<file path="src/rtl/softmax_rd_req_pkg.sv">
// Shared softmax definitions: pixel byte size, FSM state encoding and the
// number of softmax passes per burst. The pass count is also used by the
// downstream buffer-writer stage, so both sides agree on the response order.
package softmax_rd_req_pkg;

  // Default datapath geometry of the softmax path.
  localparam int unsigned SOFTMAX_TOUT       = 32;
  localparam int unsigned SOFTMAX_MAX_DAT_DW = 8;

  // Softmax passes per burst: max, exp-sum, normalise.
  localparam int unsigned SOFTMAX_PASSES = 3;

  typedef enum logic [1:0] {
    ST_IDLE  = 2'd0,
    ST_ISSUE = 2'd1,
    ST_DRAIN = 2'd2
  } sm_state_e;

  // Bytes per pixel word for a given channel count and channel width.
  function automatic int unsigned pix_bytes(input int unsigned tout,
                                            input int unsigned dat_dw);
    return (tout * dat_dw) / 8;
  endfunction

  localparam int unsigned PIX_BYTES = pix_bytes(SOFTMAX_TOUT, SOFTMAX_MAX_DAT_DW);

endpackage

</file>
<file path="src/rtl/softmax_rd_req_credit_cnt.sv">
// Pixel-credit counter mirroring free space in the response FIFO.
//   clk, rst_n : clock, asynchronous active-low reset (credit resets to FIFO_DEPTH)
//   take       : a request handshake this cycle
//   take_len   : burst length minus 1 of the request being taken
//   pop        : one pixel left the response FIFO this cycle
//   need_len   : burst length minus 1 of the request that would issue next
//   enough_nxt : next-cycle credit covers need_len+1 pixels
//   full_nxt   : next-cycle credit equals FIFO_DEPTH (nothing outstanding)
// Both flags look at the next-cycle credit so the parent can register them.
module softmax_credit_cnt #(
  parameter  int unsigned FIFO_DEPTH = 64,
  parameter  int unsigned LOG2_BURST = 4,
  localparam int unsigned CW         = $clog2(FIFO_DEPTH) + 1
) (
  input  logic                  clk,
  input  logic                  rst_n,
  input  logic                  take,
  input  logic [LOG2_BURST-1:0] take_len,
  input  logic                  pop,
  input  logic [LOG2_BURST-1:0] need_len,
  output logic                  enough_nxt,
  output logic                  full_nxt
);

  logic [CW-1:0] credit_q;
  logic [CW-1:0] credit_d;
  logic [CW-1:0] take_px;
  logic [CW-1:0] need_px;

  always_comb begin
    take_px  = {{(CW-LOG2_BURST){1'b0}}, take_len} + CW'(1);
    need_px  = {{(CW-LOG2_BURST){1'b0}}, need_len} + CW'(1);
    credit_d = credit_q;
    if (take) credit_d = credit_d - take_px;
    if (pop)  credit_d = credit_d + CW'(1);
    enough_nxt = (credit_d >= need_px);
    full_nxt   = (credit_d == CW'(FIFO_DEPTH));
  end

  always_ff @(posedge clk or negedge rst_n) begin
    if (!rst_n) credit_q <= CW'(FIFO_DEPTH);
    else        credit_q <= credit_d;
  end

endmodule

</file>
<file path="src/rtl/softmax_rd_req.sv">
// Softmax read-request generator. On start, walks (h, W-burst, pass, channel
// group) from outermost to innermost and issues one MCIF burst read per step,
// gated by pixel credit so the response FIFO never overflows.
//   clk, rst_n           : clock, asynchronous active-low reset
//   start                : one-cycle launch pulse (ignored unless idle)
//   base_addr            : byte address of group 0, line 0, pixel 0
//   surface_stride       : byte step between channel groups
//   line_stride          : byte step between lines
//   ch_in_div_tout       : channel groups (>=1)
//   h_in, w_in           : lines and pixels per line (>=1)
//   rd_req_vld/rdy       : request handshake
//   rd_req_addr/len      : burst start byte address, pixel count minus 1
//   rd_fifo_pop          : one pixel consumed from the response FIFO
//   busy                 : frame in progress
//   done                 : one-cycle pulse once the frame is issued and drained
module softmax_rd_req
  import softmax_rd_req_pkg::*;
#(
  parameter int unsigned AW            = 32,
  parameter int unsigned AXI_BURST_LEN = 16,
  parameter int unsigned LOG2_BURST    = 4,
  parameter int unsigned TOUT          = 32,
  parameter int unsigned MAX_DAT_DW    = 8,
  parameter int unsigned FIFO_DEPTH    = 64,
  parameter int unsigned LOG2_CH       = 12,
  parameter int unsigned LOG2_H        = 12,
  parameter int unsigned LOG2_W        = 12
) (
  input  logic                  clk,
  input  logic                  rst_n,
  input  logic                  start,
  input  logic [AW-1:0]         base_addr,
  input  logic [AW-1:0]         surface_stride,
  input  logic [AW-1:0]         line_stride,
  input  logic [LOG2_CH-1:0]    ch_in_div_tout,
  input  logic [LOG2_H-1:0]     h_in,
  input  logic [LOG2_W-1:0]     w_in,
  output logic                  rd_req_vld,
  input  logic                  rd_req_rdy,
  output logic [AW-1:0]         rd_req_addr,
  output logic [LOG2_BURST-1:0] rd_req_len,
  input  logic                  rd_fifo_pop,
  output logic                  busy,
  output logic                  done
);

  localparam int unsigned          PIX_B       = pix_bytes(TOUT, MAX_DAT_DW);
  localparam logic [AW-1:0]        BURST_BYTES = AW'(AXI_BURST_LEN * PIX_B);
  localparam logic [LOG2_BURST-1:0] FULL_LEN   = LOG2_BURST'(AXI_BURST_LEN - 1);
  localparam logic [1:0]           CYC_LAST    = 2'(SOFTMAX_PASSES - 1);

  sm_state_e             state_q, state_d;
  logic [LOG2_CH-1:0]    ch_q, ch_d, ch_max_q, ch_max_d;
  logic [1:0]            cyc_q, cyc_d;
  logic [LOG2_W-1:0]     wb_q, wb_d, wb_max_q, wb_max_d;
  logic [LOG2_H-1:0]     h_q, h_d, h_max_q, h_max_d;
  logic [LOG2_BURST-1:0] last_len_q, last_len_d;
  logic [AW-1:0]         surf_q, surf_d, lstride_q, lstride_d;
  logic [AW-1:0]         line_base_q, line_base_d;
  logic [AW-1:0]         burst_off_q, burst_off_d;
  logic [AW-1:0]         ch_off_q, ch_off_d;
  logic                  vld_q, vld_d;
  logic [AW-1:0]         addr_q, addr_d;
  logic [LOG2_BURST-1:0] len_q, len_d;
  logic                  busy_q, busy_d;
  logic                  done_q, done_d;

  logic hs;
  logic new_req;
  logic enough_nxt;
  logic full_nxt;

  assign hs = vld_q & rd_req_rdy;

  softmax_credit_cnt #(
    .FIFO_DEPTH (FIFO_DEPTH),
    .LOG2_BURST (LOG2_BURST)
  ) u_credit (
    .clk        (clk),
    .rst_n      (rst_n),
    .take       (hs),
    .take_len   (len_q),
    .pop        (rd_fifo_pop),
    .need_len   (len_d),
    .enough_nxt (enough_nxt),
    .full_nxt   (full_nxt)
  );

  // Sequencing: next state, loop counters, address accumulators, next request.
  always_comb begin
    state_d     = state_q;
    ch_d        = ch_q;
    cyc_d       = cyc_q;
    wb_d        = wb_q;
    h_d         = h_q;
    ch_max_d    = ch_max_q;
    wb_max_d    = wb_max_q;
    h_max_d     = h_max_q;
    last_len_d  = last_len_q;
    surf_d      = surf_q;
    lstride_d   = lstride_q;
    line_base_d = line_base_q;
    burst_off_d = burst_off_q;
    ch_off_d    = ch_off_q;
    addr_d      = addr_q;
    len_d       = len_q;
    done_d      = 1'b0;
    new_req     = 1'b0;

    case (state_q)
      ST_IDLE: begin
        if (start) begin
          state_d     = ST_ISSUE;
          new_req     = 1'b1;
          ch_d        = '0;
          cyc_d       = '0;
          wb_d        = '0;
          h_d         = '0;
          ch_max_d    = ch_in_div_tout - LOG2_CH'(1);
          wb_max_d    = (w_in - LOG2_W'(1)) >> LOG2_BURST;
          h_max_d     = h_in - LOG2_H'(1);
          last_len_d  = w_in[LOG2_BURST-1:0] - LOG2_BURST'(1);
          surf_d      = surface_stride;
          lstride_d   = line_stride;
          line_base_d = base_addr;
          burst_off_d = '0;
          ch_off_d    = '0;
        end
      end
      ST_ISSUE: begin
        if (hs) begin
          new_req = 1'b1;
          // Odometer carry; each accumulator tracks counter*stride.
          if (ch_q != ch_max_q) begin
            ch_d     = ch_q + LOG2_CH'(1);
            ch_off_d = ch_off_q + surf_q;
          end else begin
            ch_d     = '0;
            ch_off_d = '0;
            if (cyc_q != CYC_LAST) begin
              cyc_d = cyc_q + 2'd1;
            end else begin
              cyc_d = '0;
              if (wb_q != wb_max_q) begin
                wb_d        = wb_q + LOG2_W'(1);
                burst_off_d = burst_off_q + BURST_BYTES;
              end else begin
                wb_d        = '0;
                burst_off_d = '0;
                if (h_q != h_max_q) begin
                  h_d         = h_q + LOG2_H'(1);
                  line_base_d = line_base_q + lstride_q;
                end else begin
                  state_d = ST_DRAIN;
                end
              end
            end
          end
        end
      end
      ST_DRAIN: begin
        if (full_nxt) begin
          state_d = ST_IDLE;
          done_d  = 1'b1;
        end
      end
      default: state_d = ST_IDLE;
    endcase

    if (new_req && (state_d == ST_ISSUE)) begin
      addr_d = line_base_d + burst_off_d + ch_off_d;
      len_d  = (wb_d == wb_max_d) ? last_len_d : FULL_LEN;
    end
  end

  // Valid is held while the MCIF stalls; otherwise it follows next-cycle credit.
  always_comb begin
    vld_d  = 1'b0;
    busy_d = (state_d != ST_IDLE);
    if (state_d == ST_ISSUE) begin
      if (vld_q && !rd_req_rdy) vld_d = 1'b1;
      else                      vld_d = enough_nxt;
    end
  end

  always_ff @(posedge clk or negedge rst_n) begin
    if (!rst_n) begin
      state_q     <= ST_IDLE;
      ch_q        <= '0;
      cyc_q       <= '0;
      wb_q        <= '0;
      h_q         <= '0;
      ch_max_q    <= '0;
      wb_max_q    <= '0;
      h_max_q     <= '0;
      last_len_q  <= '0;
      surf_q      <= '0;
      lstride_q   <= '0;
      line_base_q <= '0;
      burst_off_q <= '0;
      ch_off_q    <= '0;
      vld_q       <= 1'b0;
      addr_q      <= '0;
      len_q       <= '0;
      busy_q      <= 1'b0;
      done_q      <= 1'b0;
    end else begin
      state_q     <= state_d;
      ch_q        <= ch_d;
      cyc_q       <= cyc_d;
      wb_q        <= wb_d;
      h_q         <= h_d;
      ch_max_q    <= ch_max_d;
      wb_max_q    <= wb_max_d;
      h_max_q     <= h_max_d;
      last_len_q  <= last_len_d;
      surf_q      <= surf_d;
      lstride_q   <= lstride_d;
      line_base_q <= line_base_d;
      burst_off_q <= burst_off_d;
      ch_off_q    <= ch_off_d;
      vld_q       <= vld_d;
      addr_q      <= addr_d;
      len_q       <= len_d;
      busy_q      <= busy_d;
      done_q      <= done_d;
    end
  end

  assign rd_req_vld  = vld_q;
  assign rd_req_addr = addr_q;
  assign rd_req_len  = len_q;
  assign busy        = busy_q;
  assign done        = done_q;

endmodule

</file>
<file path="config.mk">
export PLATFORM = sky130hd
export DESIGN_NAME = softmax_rd_req
export DESIGN_NICKNAME = d
export VERILOG_FILES = /design/src/rtl/softmax_rd_req_pkg.sv /design/src/rtl/softmax_rd_req_credit_cnt.sv /design/src/rtl/softmax_rd_req.sv
export SDC_FILE = /design/constraint.sdc
export NUM_CORES = 1
export LEC_CHECK = 0
export ABC_AREA = 1
export CAP_MARGIN = 20
export CORE_MARGIN = 2
export CORE_UTILIZATION = 25
export CTS_BUF_LIST = sky130_fd_sc_hd__clkbuf_4
export CTS_CLUSTER_SIZE = 30
export DETAILED_ROUTE_END_ITERATION = 16
export PLACE_DENSITY = 0.38
export SETUP_SLACK_MARGIN = 0.1
export SYNTH_ARGS = -nofsm -noshare
export SYNTH_HDL_FRONTEND = slang
export SYNTH_SLANG_ARGS = --single-unit
</file>
<file path="constraint.sdc">
create_clock -name clk -period 8.6 [get_ports clk]
set_input_delay 1.72 -clock clk [delete_from_list [all_inputs] [get_ports clk]]
set_output_delay 1.72 -clock clk [all_outputs]
set_load 0.05 [all_outputs]
</file>
### Word level (Yosys, flattened, before mapping)

Index checks and enable logic that the tools add are counted.

| storage, ports and cells | value |
|---|---|
| logic and storage cells | 125 |
| flip-flop bits (word level) | 286 |
| input bits | 137 |
| output and inout bits | 39 |

| operators by class | value |
|---|---|
| bitwise gates (word level) | 1 |
| reduce and logical (&&, ||, !) cells | 10 |
| magnitude comparators | 1 |
| multiplexer cells | 61 |
| add/sub/neg operators | 17 |
| equal/unequal tests | 15 |

Operators by type and width:

| cell | number |
|---|---|
| $mux W32 | 14 |
| $pmux W32 S2 | 3 |
| $mux W12 | 15 |
| $add A32 B32 Y32 | 4 |
| $pmux W12 S2 | 3 |
| $add A12 B1 Y12 const B | 3 |
| $ne A12 B12 Y1 | 3 |
| $sub A12 B1 Y12 const B | 3 |
| $add A32 B10 Y32 const B | 1 |
| $mux W2 | 11 |
| $mux W4 | 4 |
| $mux W7 | 2 |
| $ne A2 B2 Y1 const B | 7 |
| $eq A12 B12 Y1 | 1 |
| $add A4 B1 Y5 const B | 2 |
| $add A7 B1 Y7 const B | 1 |
| $eq A7 B7 Y1 const B | 1 |
| $ge A7 B7 Y1 | 1 |
| $reduce_and A7 Y1 | 1 |
| $sub A7 B7 Y7 | 1 |
| $mux W1 | 6 |
| $pmux W2 S3 | 1 |
| $eq A2 B1 Y1 const B | 2 |
| $pmux W2 S2 | 1 |
| other kinds (12) | 14 |

### Depth between registers and ports, before layout

| logic depth | value |
|---|---|
| depth in word-level cells | 15 |
| gate-level depth with buffers | 35 |
| depth with buffers taken out | 34 |

### By module

A second synthesis with hierarchy kept.

| second synthesis, totals | value |
|---|---|
| cells, all modules | 2756 |
| area, all modules | 20148.1 sq um |

By module, submodules not included:

| module | area an instance (sq um) | cells an instance | seq. area each (sq um) | instances |
|---|---|---|---|---|
| softmax_rd_req | 19219.7 | 2609 | 6981.7 | 1 |
| softmax_credit_cnt | 928.4 | 147 | 176.4 | 1 |

### Worst setup path before layout

No wires, ideal clock.

| timing | value |
|---|---|
| path type | input port to flip-flop |
| start | input port start |
| end | register addr_q[31] (netlist: rd_req_addr[31]) |
| path slack | 2.676 ns |
| path buffers | 3 |
| library setup time | 0.118 ns |
| stages on the path | 23 |
| data arrival time | 5.806 ns |
| data required time | 8.482 ns |
| cell sequence | inv_1 > nor2_2 > clkbuf_1 > clkbuf_1 > clkbuf_1 > a211oi_1 > a22oi_1 > inv_1 > fa_1 > fa_1 > nand3b_1 > nand2_1 > a21boi_0 > o21ai_1 > a21boi_0 > o21ai_1 > a31oi_1 > o21ai_1 > nand2_1 > nand2_1 > nand3_1 > nand3_1 > nand2_1 |

| between the ends | value |
|---|---|
| cells in the longest elaborated chain, start to end | 4 |
| elaborated cells between the ends (all ways) | 14 |
| classes of those cells | add/sub (2); eq/ne (1); mux (10); reduce/logical (1) |

RTL lines:

| item | RTL line | RTL |
|---|---|---|
| start: declaration | softmax_rd_req.sv:31 | `input logic start,` |
| $mux W32 | softmax_rd_req.sv:112 | `if (start) begin` |
| $pmux W32 S2 | softmax_rd_req.sv:110 | `case (state_q)` |
| via line_base_d[2] | softmax_rd_req.sv:59 | `logic [AW-1:0] line_base_q, line_base_d;` |
| $add A32 B32 Y32 (2 in a row) | softmax_rd_req.sv:171 | `addr_d = line_base_d + burst_off_d + ch_off_d;` |
| end signal: assignment | softmax_rd_req.sv:223 | `addr_q <= addr_d;` |
| end: declaration | softmax_rd_req.sv:63 | `logic [AW-1:0] addr_q, addr_d;` |

The timed path passes the listed nets, and every way through them passes these cells.
A chain may end at the register's enable or synchronous reset.

### Final worst setup path

| timing | value |
|---|---|
| start | input port rd_req_rdy |
| end | register addr_q[31] (netlist: rd_req_addr[31]) |

| between the ends | value |
|---|---|
| cells in the longest elaborated chain, start to end | 9 |
| elaborated cells between the ends (all ways) | 20 |
| classes of those cells | add/sub (3); eq/ne (2); mux (13); bitwise (1); reduce/logical (1) |

RTL lines:

| item | RTL line | RTL |
|---|---|---|
| start: declaration | softmax_rd_req.sv:39 | `input logic rd_req_rdy,` |
| $and A1 B1 Y1 (*) | softmax_rd_req.sv:73 | `assign hs = vld_q & rd_req_rdy;` |
| branches (longest 8 deep; another with $add A32 B32 Y32) | - |  |

Mark *: on every way between the ends.

==> flow_metrics.py <==
metrics = {
    "place": {
        "gp_congestion": 0.854,
        "place_hpwl_mm": 54.5,
        "place_inst": 3935,
        "dpl_cell_area_um2": 23000,
        "port-buffer-count": 175,
    },
    "floorplanning": {
        "fp.coreArea_um2": 79300,
        "num_rows": 103,
        "start_util": 0.253,
        "chipHeight_um": 287,
        "dieArea_um2": 82500,
        "ios": 176,
        "die_w_um": 287,
    },
    "detailed_routing": {
        "vias": 18800,
        "wl_mm": 71.2,
        "route.detailed.vias_per_inst": 4.59,
        "first_iter_violations": 1233,
        "dr.pass1.iters": 6,
        "route.antenna.remaining_nets": 0,
        "wl_per_cell_um": 17.4,
        "route.detailed.drc": 0,
    },
    "logic_synthesis": {
        "ys_seq_elements": 286,
        "async_flop_share": 1.00,
        "synth.yosys.seq_area_share": 0.357,
        "synth_cells": 2755,
        "avgSynthCellArea_um2": 7.28,
        "synth_flop_cell": "dfrtp_1",
        "synth_cell_types": 54,
        "yosysWarningCount": 0,
        "syn_nets": 3039,
        "syn_area_um2": 20100,
        "synth_edf_count": 0,
    },
    "timing": {
        "worst_slew_pin_slew_ps": 1030,
        "tns_ps": 0,
        "hold_viol": 0,
        "skew_ps": 75.7,
        "fin_crit_sh": 0.774,
        "timing.fmax_mhz": 150,
        "max-slew-margin-rel": 0.317,
        "post-route-min-period_ps": 6660,
        "rsz0062_at_grt": "false",
        "finalMaxSlewViolations": 0,
        "setup_violations": 0,
    },
    "run_status": {
        "status": "finished, final reports clean",
    },
    "critical_path": {
        "cp_max_fo": 33,
        "cp.required_ps": 9320,
        "slowest_delay_ps": 490,
        "worstSetupPathType": "input pin to register",
        "start_kind": "input pin",
        "path_buf_inv": 7,
        "cp_data_arrival_time_ps": 7380,
        "critical_path.most_common_cell": "nand2_1",
        "path_delay_family": "compound AO/OA/AOI/OAI gates",
        "crit_path_end_kind": "register",
        "critPathSlowestCell": "clkdlybuf4s50_1",
    },
    "min_path": {
        "hold_class": "register to register",
    },
    "finish": {
        "seq_area_um2": 7160,
        "multi_input_area_um2": 10900,
        "design_area_um2": 24200,
        "area_growth_pct": 20.5,
        "fin_cells": 4098,
        "drive_above_1_share": 0.0697,
        "fillers": 8705,
        "nets": 3263,
        "fin_util": 0.305,
    },
    "clock_network": {
        "clock-sinks": 286,
        "cts.clk_slew.worst_paths_ps": 50,
        "htree_levels": 3,
        "numCtsBuffers": 92,
        "clock_path_buffers": 3,
        "clock_latency_ps": 850,
        "cts-resized-gates": 0,
        "post_cts_buffers": 0,
        "cts_tree": "done",
        "cts_root_buf": "clkbuf_4",
        "postCtsHoldBufs": 0,
    },
    "power_and_ir_drop": {
        "power_per_cell_area_nw_per_um2": 349,
        "vdd_drop_max_mv": 0.198,
        "power.leakage_nw": 12.0,
        "fin_total_pwr_w": 0.00845,
    },
    "grt": {
        "overflow": 0,
        "grt.total_usage": 0.173,
        "grt_start_max_net_pins": 151,
        "grt_pass1_vias": 19100,
        "grt_pass1_wl_mm": 110,
        "antenna_found_initial": 3,
    },
    "flow_run": {
        "maxCapViolations": 0,
    },
}
[per-layer routing]
| metal | part of all wire | up-vias | track usage |
|---|---|---|---|
| li1 | - | 9435 | - |
| met1 | 0.48 | 8873 | 0.235 |
| met2 | 0.45 | 403 | 0.278 |
| met3 | 0.045 | 114 | 0.0282 |
| met4 | 0.032 | 0 | 0.0602 |
| met5 | 0 | - | 0 |
[flip-flops by register name, indices dropped and copies added, names as in the netlist, 4 cells and up]
| name | flops |
|---|---|
| burst_off_q | 32 |
| ch_off_q | 32 |
| line_base_q | 32 |
| lstride_q | 32 |
| rd_req_addr | 32 |
| surf_q | 32 |
| ch_max_q | 12 |
| ch_q | 12 |
| h_max_q | 12 |
| h_q | 12 |
| wb_max_q | 12 |
| wb_q | 12 |
| u_credit.credit_q | 7 |
| last_len_q | 4 |
| rd_req_len | 4 |
[tightest hold or removal path, cell delays in order (launching register included)]
cell,delay (ps)
dfrtp_1,310
nand2_1,80
inv_1,50
[Yosys cell counts (14+ instances only)]
master | number | share of area
o21ai_0 | 189 | 0.047
nand2_1 | 724 | 0.14
a21oi_1 | 175 | 0.044
fa_1 | 35 | 0.035
nand3_1 | 132 | 0.033
inv_1 | 442 | 0.083
clkbuf_1 | 44 | 0.0082
nand4_1 | 26 | 0.0081
ha_1 | 112 | 0.070
dfrtp_1 | 285 | 0.36
xnor2_1 | 44 | 0.019
a22oi_1 | 26 | 0.0097
o211ai_1 | 27 | 0.010
nor3_1 | 35 | 0.0087
nor2_1 | 187 | 0.035
a31oi_1 | 21 | 0.0065
o21ai_1 | 14 | 0.0035
xor2_1 | 62 | 0.027
[path summary, 6_finish.rpt]
kind / from / to / slack, ps / cells after the start
max: rd_req_rdy / rd_req_addr[31] / 1940 / 29
max in group asynchronous: rst_n / burst_off_q[7] / 6310 / 2
min reg2reg: burst_off_q[7] / burst_off_q[7] / 480 / 2
min: burst_off_q[7] / burst_off_q[7] / 480 / 2
min in group asynchronous: rst_n / ch_max_q[7] / 850 / 1
max reg2reg: cyc_q[0] / rd_req_addr[31] / 2500 / 29
[placed cells by master (no fill, tap or decap), types with 10 or more instances in the layout]
cell type and n:
o211ai_1 27, clkdlybuf4s50_1 174, xnor2_1 44, clkinv_1 23, inv_2 14, fa_1 35, nor2_1 185, nor3_1 35
nand2_1 724, buf_4 21, a31oi_1 21, nand4_1 26, clkbuf_4 127, nor2_2 10, o21a_1 13, inv_1 441
or2_2 13, o21ai_1 14, o21ai_0 189, a21oi_1 175, dfrtp_1 285, ha_1 112, nand3_1 132, xor2_1 62
a22oi_1 26
[report_power, final]
part / leakage (nW) / internal, W / switching, W
clock: 0.674 / 0.000735 / 0.000675
sequential: 3.59 / 0.00179 / 0.000388
combinational: 7.72 / 0.00170 / 0.00316
[logic make-up (layout without fill, tap and decap cells)]
| family | count (synthesis) | count (layout) | share of synthesized area |
|---|---|---|---|
| flip-flops | 286 | 286 | 0.357 |
| other | 0 | 6 | 0 |
| XOR/XNOR | 106 | 106 | 0.0463 |
| adder cells (fa/ha/maj) | 147 | 147 | 0.105 |
| buffers and inverters | 524 | 811 | 0.100 |
| AO/OA/AOI/OAI | 526 | 526 | 0.149 |
| AND/OR/NAND/NOR | 1166 | 1166 | 0.242 |
[final cells by class]
class / count / share of cell area
Clock buffer: 127 / 0.0394
Sequential cell: 286 / 0.296
Antenna cell: 6 / 0.000621
Tap cell: 1050 / 0.0543
Inverter: 456 / 0.0708
Timing Repair Buffer: 198 / 0.0808
Clock inverter: 30 / 0.00709
Multi-Input combinational cell: 1945 / 0.451
[metrics by stage]
step	hold WS, ps	setup slack (ps)
2_1_floorplan	433	2680
3_3_place_gp	471	1220
3_5_place_dp	471	1100
4_1_cts	484	2060
5_1_grt	513	1550
6_report	479	1940
Note: power is estimated with default switching activity, not from simulation.
